File: config.mk
export PLATFORM = sky130hd
export DESIGN_NAME = scpu_flat
export DESIGN_NICKNAME = d
export VERILOG_FILES = /design/src/rtl/scpu_pkg.sv /design/src/rtl/data_memory_face.sv /design/src/rtl/scpu_alu.sv /design/src/rtl/scpu.sv /design/src/flat_wrapper.sv
export SDC_FILE = /design/constraint.sdc
export NUM_CORES = 2
export LEC_CHECK = 0
export BUFFER_PORTS_ARGS = -buffer_cell sky130_fd_sc_hd__buf_2
export CORE_ASPECT_RATIO = 0.7
export CORE_MARGIN = 2
export CORE_UTILIZATION = 40
export CTS_BUF_LIST = sky130_fd_sc_hd__clkbuf_2 sky130_fd_sc_hd__clkbuf_4 sky130_fd_sc_hd__clkbuf_8
export CTS_CLUSTER_SIZE = 12
export DETAILED_ROUTE_END_ITERATION = 8
export SLEW_MARGIN = 30
export SYNTH_ARGS = -nofsm -noshare
export SYNTH_HDL_FRONTEND = slang
export SYNTH_HIERARCHICAL = 1
export SYNTH_SLANG_ARGS = --single-unit
File: constraint.sdc
create_clock -name clk -period 9.56 [get_ports clk]
set_clock_uncertainty 0.05 [all_clocks]
set_input_delay 0.478 -clock clk [delete_from_list [all_inputs] [get_ports clk]]
set_output_delay 0.478 -clock clk [all_outputs]
set_load 0.005 [all_outputs]
File: src/rtl/scpu_pkg.sv
// scpu_pkg: shared definitions for the scpu RV32I core.
//   - opcode, funct3 and funct7 field constants
//   - ALU operation enum used between decode and scpu_alu
//   - machine-mode CSR addresses and trap cause codes
package scpu_pkg;

    // Major opcodes
    localparam logic [6:0] OP_LUI    = 7'b0110111;
    localparam logic [6:0] OP_AUIPC  = 7'b0010111;
    localparam logic [6:0] OP_JAL    = 7'b1101111;
    localparam logic [6:0] OP_JALR   = 7'b1100111;
    localparam logic [6:0] OP_BRANCH = 7'b1100011;
    localparam logic [6:0] OP_LOAD   = 7'b0000011;
    localparam logic [6:0] OP_STORE  = 7'b0100011;
    localparam logic [6:0] OP_IMM    = 7'b0010011;
    localparam logic [6:0] OP_REG    = 7'b0110011;
    localparam logic [6:0] OP_SYSTEM = 7'b1110011;

    // ALU funct3
    localparam logic [2:0] F3_ADD  = 3'b000;
    localparam logic [2:0] F3_SLL  = 3'b001;
    localparam logic [2:0] F3_SLT  = 3'b010;
    localparam logic [2:0] F3_SLTU = 3'b011;
    localparam logic [2:0] F3_XOR  = 3'b100;
    localparam logic [2:0] F3_SR   = 3'b101;
    localparam logic [2:0] F3_OR   = 3'b110;
    localparam logic [2:0] F3_AND  = 3'b111;

    // Branch funct3
    localparam logic [2:0] F3_BEQ  = 3'b000;
    localparam logic [2:0] F3_BNE  = 3'b001;
    localparam logic [2:0] F3_BLT  = 3'b100;
    localparam logic [2:0] F3_BGE  = 3'b101;
    localparam logic [2:0] F3_BLTU = 3'b110;
    localparam logic [2:0] F3_BGEU = 3'b111;

    // Load/store funct3
    localparam logic [2:0] F3_B  = 3'b000;
    localparam logic [2:0] F3_H  = 3'b001;
    localparam logic [2:0] F3_W  = 3'b010;
    localparam logic [2:0] F3_BU = 3'b100;
    localparam logic [2:0] F3_HU = 3'b101;

    // System funct3
    localparam logic [2:0] F3_PRIV  = 3'b000;
    localparam logic [2:0] F3_CSRRW = 3'b001;
    localparam logic [2:0] F3_CSRRS = 3'b010;
    localparam logic [2:0] F3_CSRRC = 3'b011;

    // funct7
    localparam logic [6:0] F7_BASE = 7'b0000000;
    localparam logic [6:0] F7_ALT  = 7'b0100000;

    // Full encodings of the two privileged instructions
    localparam logic [31:0] INST_ECALL = 32'h0000_0073;
    localparam logic [31:0] INST_MRET  = 32'h3020_0073;

    // CSR addresses
    localparam logic [11:0] CSR_MSTATUS = 12'h300;
    localparam logic [11:0] CSR_MTVEC   = 12'h305;
    localparam logic [11:0] CSR_MEPC    = 12'h341;
    localparam logic [11:0] CSR_MCAUSE  = 12'h342;

    // Trap causes
    localparam logic [31:0] CAUSE_MEXT  = 32'h8000_000B;
    localparam logic [31:0] CAUSE_ECALL = 32'd11;

    typedef enum logic [3:0] {
        ALU_ADD,
        ALU_SUB,
        ALU_SLL,
        ALU_SLT,
        ALU_SLTU,
        ALU_XOR,
        ALU_SRL,
        ALU_SRA,
        ALU_OR,
        ALU_AND
    } alu_op_e;

endpackage

File: src/rtl/data_memory_face.sv
// data_memory_face: data-memory bus between the core and a data memory
// with synchronous write and combinational read.
//   addr  : byte address (core -> mem)
//   wdata : lane-replicated store data (core -> mem)
//   be    : byte enables (core -> mem)
//   we    : write strobe (core -> mem)
//   rdata : aligned word at addr (mem -> core)
interface data_memory_face;
    logic [31:0] addr;
    logic [31:0] wdata;
    logic [3:0]  be;
    logic        we;
    logic [31:0] rdata;

    modport cpu (output addr, output wdata, output be, output we, input rdata);
    modport mem (input addr, input wdata, input be, input we, output rdata);
endinterface

File: src/rtl/scpu_alu.sv
// scpu_alu: combinational 32-bit ALU.
//   a, b   : operands
//   op     : operation select (alu_op_e)
//   result : operation result
//   zero   : result == 0
module scpu_alu
    import scpu_pkg::*;
(
    input  logic [31:0] a,
    input  logic [31:0] b,
    input  alu_op_e     op,
    output logic [31:0] result,
    output logic        zero
);

    always_comb begin
        result = '0;
        case (op)
            ALU_ADD:  result = a + b;
            ALU_SUB:  result = a - b;
            ALU_SLL:  result = a << b[4:0];
            ALU_SLT:  result = {31'b0, $signed(a) < $signed(b)};
            ALU_SLTU: result = {31'b0, a < b};
            ALU_XOR:  result = a ^ b;
            ALU_SRL:  result = a >> b[4:0];
            ALU_SRA:  result = $unsigned($signed(a) >>> b[4:0]);
            ALU_OR:   result = a | b;
            ALU_AND:  result = a & b;
            default:  result = '0;
        endcase
    end

    assign zero = (result == '0);

endmodule

File: src/rtl/scpu.sv
// scpu: single-cycle RV32I core with machine-mode external interrupt.
//   clk     : clock, all state updates on rising edge
//   rst     : asynchronous active-low reset
//   ext_int : level-sensitive external interrupt request
//   inst_in : instruction at PC_out (combinational ROM)
//   PC_out  : current program counter
//   mem_if  : data memory bus (cpu side)
module scpu
    import scpu_pkg::*;
(
    input  logic              clk,
    input  logic              rst,
    input  logic              ext_int,
    input  logic [31:0]       inst_in,
    output logic [31:0]       PC_out,
    data_memory_face.cpu      mem_if
);

    logic [31:0] pc;
    logic [31:0] rf [0:31];
    logic        mie, mpie;
    logic [31:0] mtvec, mepc, mcause;

    // Instruction fields
    logic [6:0]  opcode, f7;
    logic [4:0]  rd, rs1, rs2;
    logic [2:0]  f3;
    logic [11:0] csr_addr;
    assign opcode   = inst_in[6:0];
    assign rd       = inst_in[11:7];
    assign f3       = inst_in[14:12];
    assign rs1      = inst_in[19:15];
    assign rs2      = inst_in[24:20];
    assign f7       = inst_in[31:25];
    assign csr_addr = inst_in[31:20];

    logic [31:0] imm_i, imm_s, imm_b, imm_u, imm_j;
    assign imm_i = {{20{inst_in[31]}}, inst_in[31:20]};
    assign imm_s = {{20{inst_in[31]}}, inst_in[31:25], inst_in[11:7]};
    assign imm_b = {{19{inst_in[31]}}, inst_in[31], inst_in[7], inst_in[30:25], inst_in[11:8], 1'b0};
    assign imm_u = {inst_in[31:12], 12'b0};
    assign imm_j = {{11{inst_in[31]}}, inst_in[31], inst_in[19:12], inst_in[20], inst_in[30:21], 1'b0};

    logic [31:0] rs1_val, rs2_val;
    assign rs1_val = (rs1 == 5'd0) ? '0 : rf[rs1];
    assign rs2_val = (rs2 == 5'd0) ? '0 : rf[rs2];

    logic [31:0] pc_plus4, trap_vec, eff_addr;
    assign pc_plus4 = pc + 32'd4;
    assign trap_vec = {mtvec[31:2], 2'b00};
    assign eff_addr = rs1_val + ((opcode == OP_STORE) ? imm_s : imm_i);

    logic irq_take;
    assign irq_take = ext_int & mie;

    // ALU operand and operation selection
    logic [31:0] alu_a, alu_b, alu_res;
    alu_op_e     alu_op;
    logic        alu_legal, alu_zero;

    always_comb begin
        alu_a     = rs1_val;
        alu_b     = ((opcode == OP_REG) || (opcode == OP_BRANCH)) ? rs2_val : imm_i;
        alu_op    = ALU_ADD;
        alu_legal = 1'b0;
        if (opcode == OP_BRANCH) begin
            case (f3)
                F3_BEQ, F3_BNE:   alu_op = ALU_SUB;
                F3_BLT, F3_BGE:   alu_op = ALU_SLT;
                F3_BLTU, F3_BGEU: alu_op = ALU_SLTU;
                default:          alu_op = ALU_ADD;
            endcase
        end else if ((opcode == OP_IMM) || (opcode == OP_REG)) begin
            case (f3)
                F3_ADD:  alu_op = ((opcode == OP_REG) && (f7 == F7_ALT)) ? ALU_SUB : ALU_ADD;
                F3_SLL:  alu_op = ALU_SLL;
                F3_SLT:  alu_op = ALU_SLT;
                F3_SLTU: alu_op = ALU_SLTU;
                F3_XOR:  alu_op = ALU_XOR;
                F3_SR:   alu_op = (f7 == F7_ALT) ? ALU_SRA : ALU_SRL;
                F3_OR:   alu_op = ALU_OR;
                default: alu_op = ALU_AND;
            endcase
            // funct7 only qualifies shift immediates and register ops
            if (opcode == OP_REG)
                alu_legal = (f7 == F7_BASE) || ((f7 == F7_ALT) && ((f3 == F3_ADD) || (f3 == F3_SR)));
            else if (f3 == F3_SLL)
                alu_legal = (f7 == F7_BASE);
            else if (f3 == F3_SR)
                alu_legal = (f7 == F7_BASE) || (f7 == F7_ALT);
            else
                alu_legal = 1'b1;
        end
    end

    scpu_alu u_alu (
        .a      (alu_a),
        .b      (alu_b),
        .op     (alu_op),
        .result (alu_res),
        .zero   (alu_zero)
    );

    // Load lane extraction
    logic [7:0]  ld_byte;
    logic [15:0] ld_half;
    logic [31:0] load_val;
    logic        load_legal;

    always_comb begin
        case (eff_addr[1:0])
            2'd0:    ld_byte = mem_if.rdata[7:0];
            2'd1:    ld_byte = mem_if.rdata[15:8];
            2'd2:    ld_byte = mem_if.rdata[23:16];
            default: ld_byte = mem_if.rdata[31:24];
        endcase
        ld_half    = eff_addr[1] ? mem_if.rdata[31:16] : mem_if.rdata[15:0];
        load_legal = 1'b1;
        case (f3)
            F3_B:    load_val = {{24{ld_byte[7]}}, ld_byte};
            F3_H:    load_val = {{16{ld_half[15]}}, ld_half};
            F3_W:    load_val = mem_if.rdata;
            F3_BU:   load_val = {24'b0, ld_byte};
            F3_HU:   load_val = {16'b0, ld_half};
            default: begin
                load_val   = '0;
                load_legal = 1'b0;
            end
        endcase
    end

    // Store lane placement
    logic [3:0]  st_be;
    logic [31:0] st_wdata;

    always_comb begin
        st_be    = '0;
        st_wdata = rs2_val;
        case (f3)
            F3_B: begin
                st_be    = 4'b0001 << eff_addr[1:0];
                st_wdata = {4{rs2_val[7:0]}};
            end
            F3_H: begin
                st_be    = eff_addr[1] ? 4'b1100 : 4'b0011;
                st_wdata = {2{rs2_val[15:0]}};
            end
            F3_W:    st_be = 4'b1111;
            default: st_be = '0;
        endcase
    end

    // CSR read and write value
    logic [31:0] csr_rdata, csr_wval;

    always_comb begin
        case (csr_addr)
            CSR_MSTATUS: csr_rdata = {24'b0, mpie, 3'b0, mie, 3'b0};
            CSR_MTVEC:   csr_rdata = mtvec;
            CSR_MEPC:    csr_rdata = mepc;
            CSR_MCAUSE:  csr_rdata = mcause;
            default:     csr_rdata = '0;
        endcase
        case (f3)
            F3_CSRRS: csr_wval = csr_rdata | rs1_val;
            F3_CSRRC: csr_wval = csr_rdata & ~rs1_val;
            default:  csr_wval = rs1_val;
        endcase
    end

    // Control and write-back selection
    logic        rd_we, is_store, csr_we, is_ecall, is_mret, take;
    logic [31:0] rd_wdata, pc_next;

    always_comb begin
        rd_we    = 1'b0;
        rd_wdata = alu_res;
        pc_next  = pc_plus4;
        is_store = 1'b0;
        csr_we   = 1'b0;
        is_ecall = 1'b0;
        is_mret  = 1'b0;
        take     = 1'b0;
        case (opcode)
            OP_LUI: begin
                rd_we    = 1'b1;
                rd_wdata = imm_u;
            end
            OP_AUIPC: begin
                rd_we    = 1'b1;
                rd_wdata = pc + imm_u;
            end
            OP_JAL: begin
                rd_we    = 1'b1;
                rd_wdata = pc_plus4;
                pc_next  = pc + imm_j;
            end
            OP_JALR: begin
                if (f3 == 3'b000) begin
                    rd_we    = 1'b1;
                    rd_wdata = pc_plus4;
                    pc_next  = (rs1_val + imm_i) & ~32'd1;
                end
            end
            OP_BRANCH: begin
                case (f3)
                    F3_BEQ:           take = alu_zero;
                    F3_BNE:           take = ~alu_zero;
                    F3_BLT, F3_BLTU:  take = alu_res[0];
                    F3_BGE, F3_BGEU:  take = ~alu_res[0];
                    default:          take = 1'b0;
                endcase
                if (take)
                    pc_next = pc + imm_b;
            end
            OP_LOAD: begin
                rd_we    = load_legal;
                rd_wdata = load_val;
            end
            OP_STORE: is_store = (f3 == F3_B) || (f3 == F3_H) || (f3 == F3_W);
            OP_IMM, OP_REG: rd_we = alu_legal;
            OP_SYSTEM: begin
                if ((f3 == F3_CSRRW) || (f3 == F3_CSRRS) || (f3 == F3_CSRRC)) begin
                    rd_we    = 1'b1;
                    rd_wdata = csr_rdata;
                    csr_we   = (f3 == F3_CSRRW) || (rs1 != 5'd0);
                end else if (inst_in == INST_ECALL) begin
                    is_ecall = 1'b1;
                    pc_next  = trap_vec;
                end else if (inst_in == INST_MRET) begin
                    is_mret  = 1'b1;
                    pc_next  = mepc;
                end
            end
            default: ;
        endcase
    end

    // Reset gates the strobe combinationally so nothing writes on an aborting edge
    logic store_en;
    assign store_en     = is_store & ~irq_take & rst;
    assign mem_if.we    = store_en;
    assign mem_if.be    = store_en ? st_be : '0;
    assign mem_if.addr  = eff_addr;
    assign mem_if.wdata = st_wdata;
    assign PC_out       = pc;

    always_ff @(posedge clk or negedge rst) begin
        if (!rst) begin
            pc     <= '0;
            mie    <= 1'b0;
            mpie   <= 1'b0;
            mtvec  <= '0;
            mepc   <= '0;
            mcause <= '0;
            for (int unsigned i = 0; i < 32; i++)
                rf[i] <= '0;
        end else if (irq_take) begin
            // Interrupt squashes the whole instruction, including ECALL/MRET
            mepc   <= {pc[31:2], 2'b00};
            mcause <= CAUSE_MEXT;
            mpie   <= mie;
            mie    <= 1'b0;
            pc     <= trap_vec;
        end else begin
            pc <= pc_next;
            if (rd_we && (rd != 5'd0))
                rf[rd] <= rd_wdata;
            if (is_ecall) begin
                mepc   <= {pc[31:2], 2'b00};
                mcause <= CAUSE_ECALL;
                mpie   <= mie;
                mie    <= 1'b0;
            end else if (is_mret) begin
                mie  <= mpie;
                mpie <= 1'b1;
            end else if (csr_we) begin
                case (csr_addr)
                    CSR_MSTATUS: begin
                        mie  <= csr_wval[3];
                        mpie <= csr_wval[7];
                    end
                    CSR_MTVEC:  mtvec  <= csr_wval;
                    CSR_MEPC:   mepc   <= {csr_wval[31:2], 2'b00};
                    CSR_MCAUSE: mcause <= csr_wval;
                    default: ;
                endcase
            end
        end
    end

endmodule

File: src/flat_wrapper.sv
// flat-port wrapper written by rule: the top's interface ports become plain ports
module scpu_flat import scpu_pkg::*;
  (clk, rst, ext_int, inst_in, PC_out, mem_if_addr, mem_if_wdata, mem_if_be, mem_if_we, mem_if_rdata);
  data_memory_face mem_if_i ();
  input  logic clk;
  input  logic rst;
  input  logic ext_int;
  input  logic [31:0] inst_in;
  output logic [31:0] PC_out;
  output wire logic [$bits(mem_if_i.addr)-1:0] mem_if_addr;
  output wire logic [$bits(mem_if_i.wdata)-1:0] mem_if_wdata;
  output wire logic [$bits(mem_if_i.be)-1:0] mem_if_be;
  output wire logic [$bits(mem_if_i.we)-1:0] mem_if_we;
  input wire logic [$bits(mem_if_i.rdata)-1:0] mem_if_rdata;
  assign mem_if_addr = mem_if_i.addr;
  assign mem_if_wdata = mem_if_i.wdata;
  assign mem_if_be = mem_if_i.be;
  assign mem_if_we = mem_if_i.we;
  assign mem_if_i.rdata = mem_if_rdata;
  scpu u_core (.clk(clk), .rst(rst), .ext_int(ext_int), .inst_in(inst_in), .PC_out(PC_out), .mem_if(mem_if_i));
endmodule
Word level (Yosys, flattened, before mapping)
Index checks and enable logic that the tools add are counted.
Widths: inputs -> output; s select.
{"block": "classes", "n_lt_le_gt_ge": 6, "n_bitwise": 17, "add_sub_neg": 8, "n_eq_ne": 36, "shift": 4, "reduce_logical": 41, "n_mux": 80, "n_mul": 0, "div": 0}
{"op": "$bwmux 1024", "count": 1}
{"op": "$mux 32", "count": 26}
{"op": "$bmux 32 s5", "count": 2}
{"op": "$pmux 32 s10", "count": 1}
{"op": "$pmux 32 s4", "count": 2}
{"op": "$add 32x32->32", "count": 6}
{"op": "$pmux 32 s6", "count": 1}
{"op": "$demux 32 s5", "count": 1}
{"op": "$pmux 32 s5", "count": 1}
{"op": "$pmux 32 s2", "count": 2}
{"op": "$and 32x32->32", "count": 2}
{"op": "$lt 32x32->1", "count": 2}
{"op": "$or 32x32->32", "count": 2}
{"op": "$eq 12x10->1 const B", "count": 4}
{"op": "$add 32x3->32 const B", "count": 1}
{"op": "$eq 32x30->1 const B", "count": 1}
{"op": "$eq 32x7->1 const B", "count": 1}
{"op": "$logic_not 32->1", "count": 1}
{"op": "$not 32->32", "count": 1}
{"op": "$shl 32x5->32", "count": 1}
{"op": "$shr 32x5->32", "count": 1}
{"op": "$sshr 32x5->32", "count": 1}
{"op": "$sub 32x32->32", "count": 1}
{"op": "$xor 32x32->32", "count": 1}
{"op": "46 further kinds", "count": 129}
{"block": "totals", "mem_count": 0, "ff_bits": 1154, "romBits": 0, "ram_bits": 0, "latchBits": 0}

Depth between registers and ports, before layout
{"block": "depth", "depth_word": 15, "ltp_mapped": 36, "mapped_depth_nobuf": 28}

Hierarchy
Netlist, hierarchy kept.
{"module": "scpu", "n_inst": 1, "cells_each": 6466, "area_each_um2": 68806.0}
{"module": "scpu_alu", "n_inst": 1, "cells_each": 1327, "area_each_um2": 9150.0}

Least setup slack after synthesis
Ideal clock, no wire load.
{"block": "synth_path", "kind": "input to register", "from": "input port inst_in[20]", "to": "register u_core.mepc[10]", "setup_ps": 125, "setup_slack_ps": 151, "t_arrival_ps": 9234, "required_ps": 9385, "n_path_buf": 7, "path_stages": 33, "path_cell_list": "buf_1 > buf_2 > buf_1 > mux4_2 > mux4_2 > a22o_1 > nor2_1 > nor2_1 > clkinv_1 > buf_1 > clkbuf_1 > ha_1 > a211oi_1 > nor2_1 > o41ai_1 > o21ai_0 > or3_1 > a31oi_1 > mux2i_1 > or3_1 > nor4_1 > nand4_1 > nor3_2 > xnor2_1 > o21ai_1 > o21ai_0 > nor3_2 > o21ai_0 > or3_1 > o31a_1 > clkbuf_1 > buf_2 > mux2_2"}
{"block": "synth_via", "elab_chain_cells": 9, "elab_cells_between_ends": 26}
{"element": "start: declaration", "line": "flat_wrapper.sv:8", "rtl": "input logic [31:0] inst_in;"}
{"element": "$eq 12x10->1 (on tied branches)", "line": "scpu.sv:157, scpu.sv:278"}
{"element": "$pmux 32 s4", "line": "scpu.sv:157", "rtl": "case (csr_addr)"}
{"element": "$and 32x32->32 / $or 32x32->32 (equally long branches)", "line": "scpu.sv:166, scpu.sv:165"}
{"element": "$pmux 32 s2", "line": "scpu.sv:164", "rtl": "case (f3)"}
{"element": "$mux 32", "line": "scpu.sv:278", "rtl": "case (csr_addr)"}
{"element": "$mux 32", "line": "scpu.sv:277", "rtl": "end else if (csr_we) begin"}
{"element": "$mux 32", "line": "scpu.sv:274", "rtl": "end else if (is_mret) begin"}
{"element": "$mux 32", "line": "scpu.sv:269", "rtl": "if (is_ecall) begin"}
{"element": "$mux 32", "line": "scpu.sv:258", "rtl": "end else if (irq_take) begin"}
{"element": "end signal: assignment", "line": "scpu.sv:260", "rtl": "mepc <= {pc[31:2], 2'b00};"}
{"element": "end signal: assignment", "line": "scpu.sv:270", "rtl": "mepc <= {pc[31:2], 2'b00};"}
{"element": "end signal: assignment", "line": "scpu.sv:284", "rtl": "CSR_MEPC: mepc <= {csr_wval[31:2], 2'b00};"}
{"element": "end: declaration", "line": "scpu.sv:22", "rtl": "logic [31:0] mtvec, mepc, mcause;"}
Several ways; a longest one is shown, not always the timed one. The select of a mux whose other input is x is not followed.
A chain may end at the register's enable or synchronous reset.

Worst setup path after layout
{"block": "layout_path", "from": "input port inst_in[20]", "to": "register u_core.pc[4], in the netlist u_core/PC_out[4]"}
{"block": "layout_via", "elab_chain_cells": 15, "elab_cells_between_ends": 33}
{"element": "$not 5->6 (not written as such)", "line": "scpu.sv:46", "rtl": "assign rs2_val = (rs2 == 5'd0) ? '0 : rf[rs2];"}
{"element": "$bmux 32 s5", "line": "scpu.sv:46"}
{"element": "$mux 32 (not written as such) (2 in a row)", "line": "scpu.sv:46"}
{"element": "$mux 32 *", "line": "scpu.sv:46"}
{"element": "$mux 32 *", "line": "scpu.sv:63", "rtl": "alu_b = ((opcode == OP_REG) || (opcode == OP_BRANCH)) ? rs2_val : imm_i;"}
{"element": "named net u_core.alu_b[17]", "line": "scpu.sv:57", "rtl": "logic [31:0] alu_a, alu_b, alu_res;"}
{"element": "$sub 32x32->32 / $add 32x32->32 (equally long branches)", "line": "scpu_alu.sv:20, scpu_alu.sv:19"}
{"element": "$pmux 32 s10 *", "line": "scpu_alu.sv:18", "rtl": "case (op)"}
{"element": "named net u_core.alu_res[30]", "line": "scpu.sv:57"}
{"element": "$logic_not 32->1 *", "line": "scpu_alu.sv:33", "rtl": "assign zero = (result == '0);"}
{"element": "named net u_core.alu_zero", "line": "scpu.sv:59", "rtl": "logic alu_legal, alu_zero;"}
{"element": "$not 1->1", "line": "scpu.sv:208", "rtl": "F3_BNE: take = ~alu_zero;"}
{"element": "$pmux 1 s4 *", "line": "scpu.sv:206", "rtl": "case (f3)"}
{"element": "$mux 1 *", "line": "scpu.sv:184", "rtl": "case (opcode)"}
{"element": "$mux 32 *", "line": "scpu.sv:213", "rtl": "if (take)"}
{"element": "$pmux 32 s4 *", "line": "scpu.sv:184"}
{"element": "$mux 32 *", "line": "scpu.sv:258"}
{"element": "end signal: assignment", "line": "scpu.sv:264", "rtl": "pc <= trap_vec;"}
{"element": "end signal: assignment", "line": "scpu.sv:266", "rtl": "pc <= pc_next;"}
{"element": "end: declaration", "line": "scpu.sv:19", "rtl": "logic [31:0] pc;"}
Mark *: on every way through the listed nets, which the timed path passes. The rest lies on a longest branch. The select of a mux whose other input is x is not followed.

==> results.toml <==
[hold_path]
worstHoldPathType = "in -> async"

[logic_synthesis]
ys.flop_type = "dfrtp_1"
syn-instance-count = 7793
synth_seq_area_share = 0.3695
yosysWarnings = 6
synth_edf_count = 0
async_flop_share = 1.000
syn_area_sq_mm = 0.07796
ys_types = 103
ys_ff_latch = 1151
syn-num-nets = 8055
syn_area_per_cell_sq_um = 10.00

[finish]
layout_commonest_cell = "nand2_1"
fin_util = 0.4598
nFillCells = 18291
nets = 8179
syn2layout_area_growth_pct = 14.18
drive_gt1_frac = 0.2719
mostFrequentLayoutCells = "1157 x nand2_1, 1151 x dfrtp_1, 996 x o21ai_0"

[outcome]
violations = "design-rule violations"
status = "complete, but fails checks"

[sta]
setup_violations = 0
hold_viol_final = 0
fin_crit_sh = 0.9633
period_minus_slack_ns = 9.209
tightest_slew_ns = 1.091
fmax_mhz = 108.6
slew_headroom = 0.2583
tns_ns = 0
rsz0062_at_grt = "no"
final_max_slew_viol_count = 0
finalWorstSetupSlack_ns = 0.3511

[global_route]
grtUsageTotal = 0.3749
first_global_vias = 67895
antenna_found_initial = 41
grt.overflow.total = 0
grt_pass1_wl_um = 533000
grt_max_degree = 164

[place]
io_buffers = 166
post-place-ws_ns = -0.09288
gp_congestion = 1.078
dp_hpwl_um = 266300

[pwr]
ir_drop_mv = 0.1282
power_leakage_uw = 0.03807
powerDensity_mw_per_mm2 = 178.9

[critical_path]
cp.required_ns = 10.29
crit_arrival_ns = 9.94
critPathMaxStageDelay_ns = 0.59
crit_type = "in -> reg"
regToRegSetupSlack_ns = 0.48
reg2regPathDepth = 33
crit_slowest_cell = "o21ai_0"
cp_max_fo = 38
critPathLaunchType = "input pin"
endpoint_kind = "flip-flop"
cp_common_cell = "buf_4"

[job]
cap_violations = 0

[floorplanning]
ios = 168
die_h_um = 373.4
start_util = 0.4027
core-area_sq_mm = 0.1936
fp.dieW_um = 531.7
row_count = 135
die_area_sq_mm = 0.1985

[drt]
vias_per_cell = 6.751
drtIter0Drc = 11343
detail_route.drc_violations = 6
routed-wl-met2_um = 146600
wl_met3_um = 58520
highest_layer = "met5"
detail-route-antenna-nets = 0
drt_wl_total_um = 381900
first_pass_iters = 9
wl_met1_um = 160300
wl_per_cell_um = 35.74
vias = 72138

[clocking]
postCtsSetupRepairBufs = 0
numCtsBuffers = 192
root_buffer = "clkbuf_8"
clockBufferDepth = 4
clock_latency_ns = 0.97
clock-sinks = 1151
cts_tree = "built"
clk_pin_slew_worst_paths_ns = 0.07
htreeDepth = 4
-- final timing paths --
check                                            start                            to
min in group clk                            inst_in[2]  u_core/PC_out[1]$_DFFE_PN0P_
setup / recovery                           inst_in[20]    u_core/PC_out[4]$_DFF_PN0_
max in group asynchronous                          rst    u_core/rf[875]$_DFFE_PN0P_
hold reg to reg            u_core/rf[1011]$_DFFE_PN0P_   u_core/rf[1011]$_DFFE_PN0P_
setup reg to reg            u_core/rf[648]$_DFFE_PN0P_    u_core/PC_out[4]$_DFF_PN0_
hold / removal                                     rst    u_core/rf[150]$_DFFE_PN0P_
-- power by group --
| group | total (uW) | internal, uW | switching, uW |
|---|---|---|---|
| registers | 5710 | 5200 | 512 |
| logic | 5110 | 1770 | 3340 |
| clock network | 5100 | 2870 | 2230 |
-- area by class of cell --
type / instances / area [sq um] / share of cell area
flip-flops and latches: 1151 / 28800 / 0.3236
repair buffers: 697 / 5379 / 0.06043
inverters: 150 / 568.0 / 0.006382
multi-input cells: 5725 / 46560 / 0.5231
clock inverters: 49 / 546.8 / 0.006143
clock buffers: 296 / 3861 / 0.04338
diodes: 15 / 37.54 / 0.0004217
well taps: 2603 / 3257 / 0.03659
-- metrics by stage --
stage          std cells  hold WS (ns)  cell area, sq um  power [uW]
5_1_grt            10674       0.04329             88980       16400
6_report           10686       0.03500             89010       15920
3_3_place_gp       10313        0.3105             84180       10570
4_1_cts            10666      0.002531             88780       15680
2_1_floorplan       7793        0.1324             77960        8307
3_5_place_dp       10319        0.3145             84350       10600
-- what timing repair did --
action                    4_1_cts  5_1_grt
hold endpoints to repair       45        0
hold buffers                    2        0
gates resized for setup         0        0
-- cells in the mapped netlist (127+ instances only) --
master | n | area share
a21oi_1 | 375 | 0.024
clkbuf_1 | 621 | 0.030
dfrtp_1 | 1151 | 0.37
ha_1 | 188 | 0.030
inv_1 | 144 | 0.0069
mux2_2 | 375 | 0.054
mux2i_1 | 177 | 0.023
mux4_2 | 586 | 0.17
nand2_1 | 1159 | 0.056
nand3_1 | 127 | 0.0082
nor2_1 | 336 | 0.016
o21ai_0 | 1004 | 0.064
-- sequential cells by signal (all words and copies together), names as in the netlist --
register / cells
u_core/mpie: 1
u_core/rf: 1024
u_core/mcause: 32
u_core/mepc: 30
u_core/PC_out: 31
u_core/mie: 1
u_core/mtvec: 32
-- logic make-up (layout without fill, tap and decap cells) --
logic type,count (synthesis),after routing,synth area share
other,1,16,0.00004810
xor gates and xnor gates,149,149,0.01674
muxes,1141,1141,0.2468
AOI/OAI and AO/OA,2227,2227,0.1760
buffers and inverters,917,1192,0.04661
and+or+nand+nor,2012,2012,0.1124
DFF,1151,1151,0.3695
adders and majority gates,195,195,0.03197
-- worst max-delay path: cells and delay by family --
| kind | cells | cell delay, ns |
|---|---|---|
| fa+ha+maj | 1 | 0.15 |
| simple gates | 7 | 1.78 |
| xor+xnor | 1 | 0.09 |
| buf+inv | 13 | 3.04 |
| compound gates | 11 | 2.92 |
| mux | 3 | 1.28 |
-- layer usage --
layer  GRT usage  vias to the layer above
li1            -                    29440
met1      0.5394                    36666
met2      0.4865                     5111
met3      0.1692                      871
met4      0.1371                       50
met5           0                        -
Power figures use the tool's default switching activity.
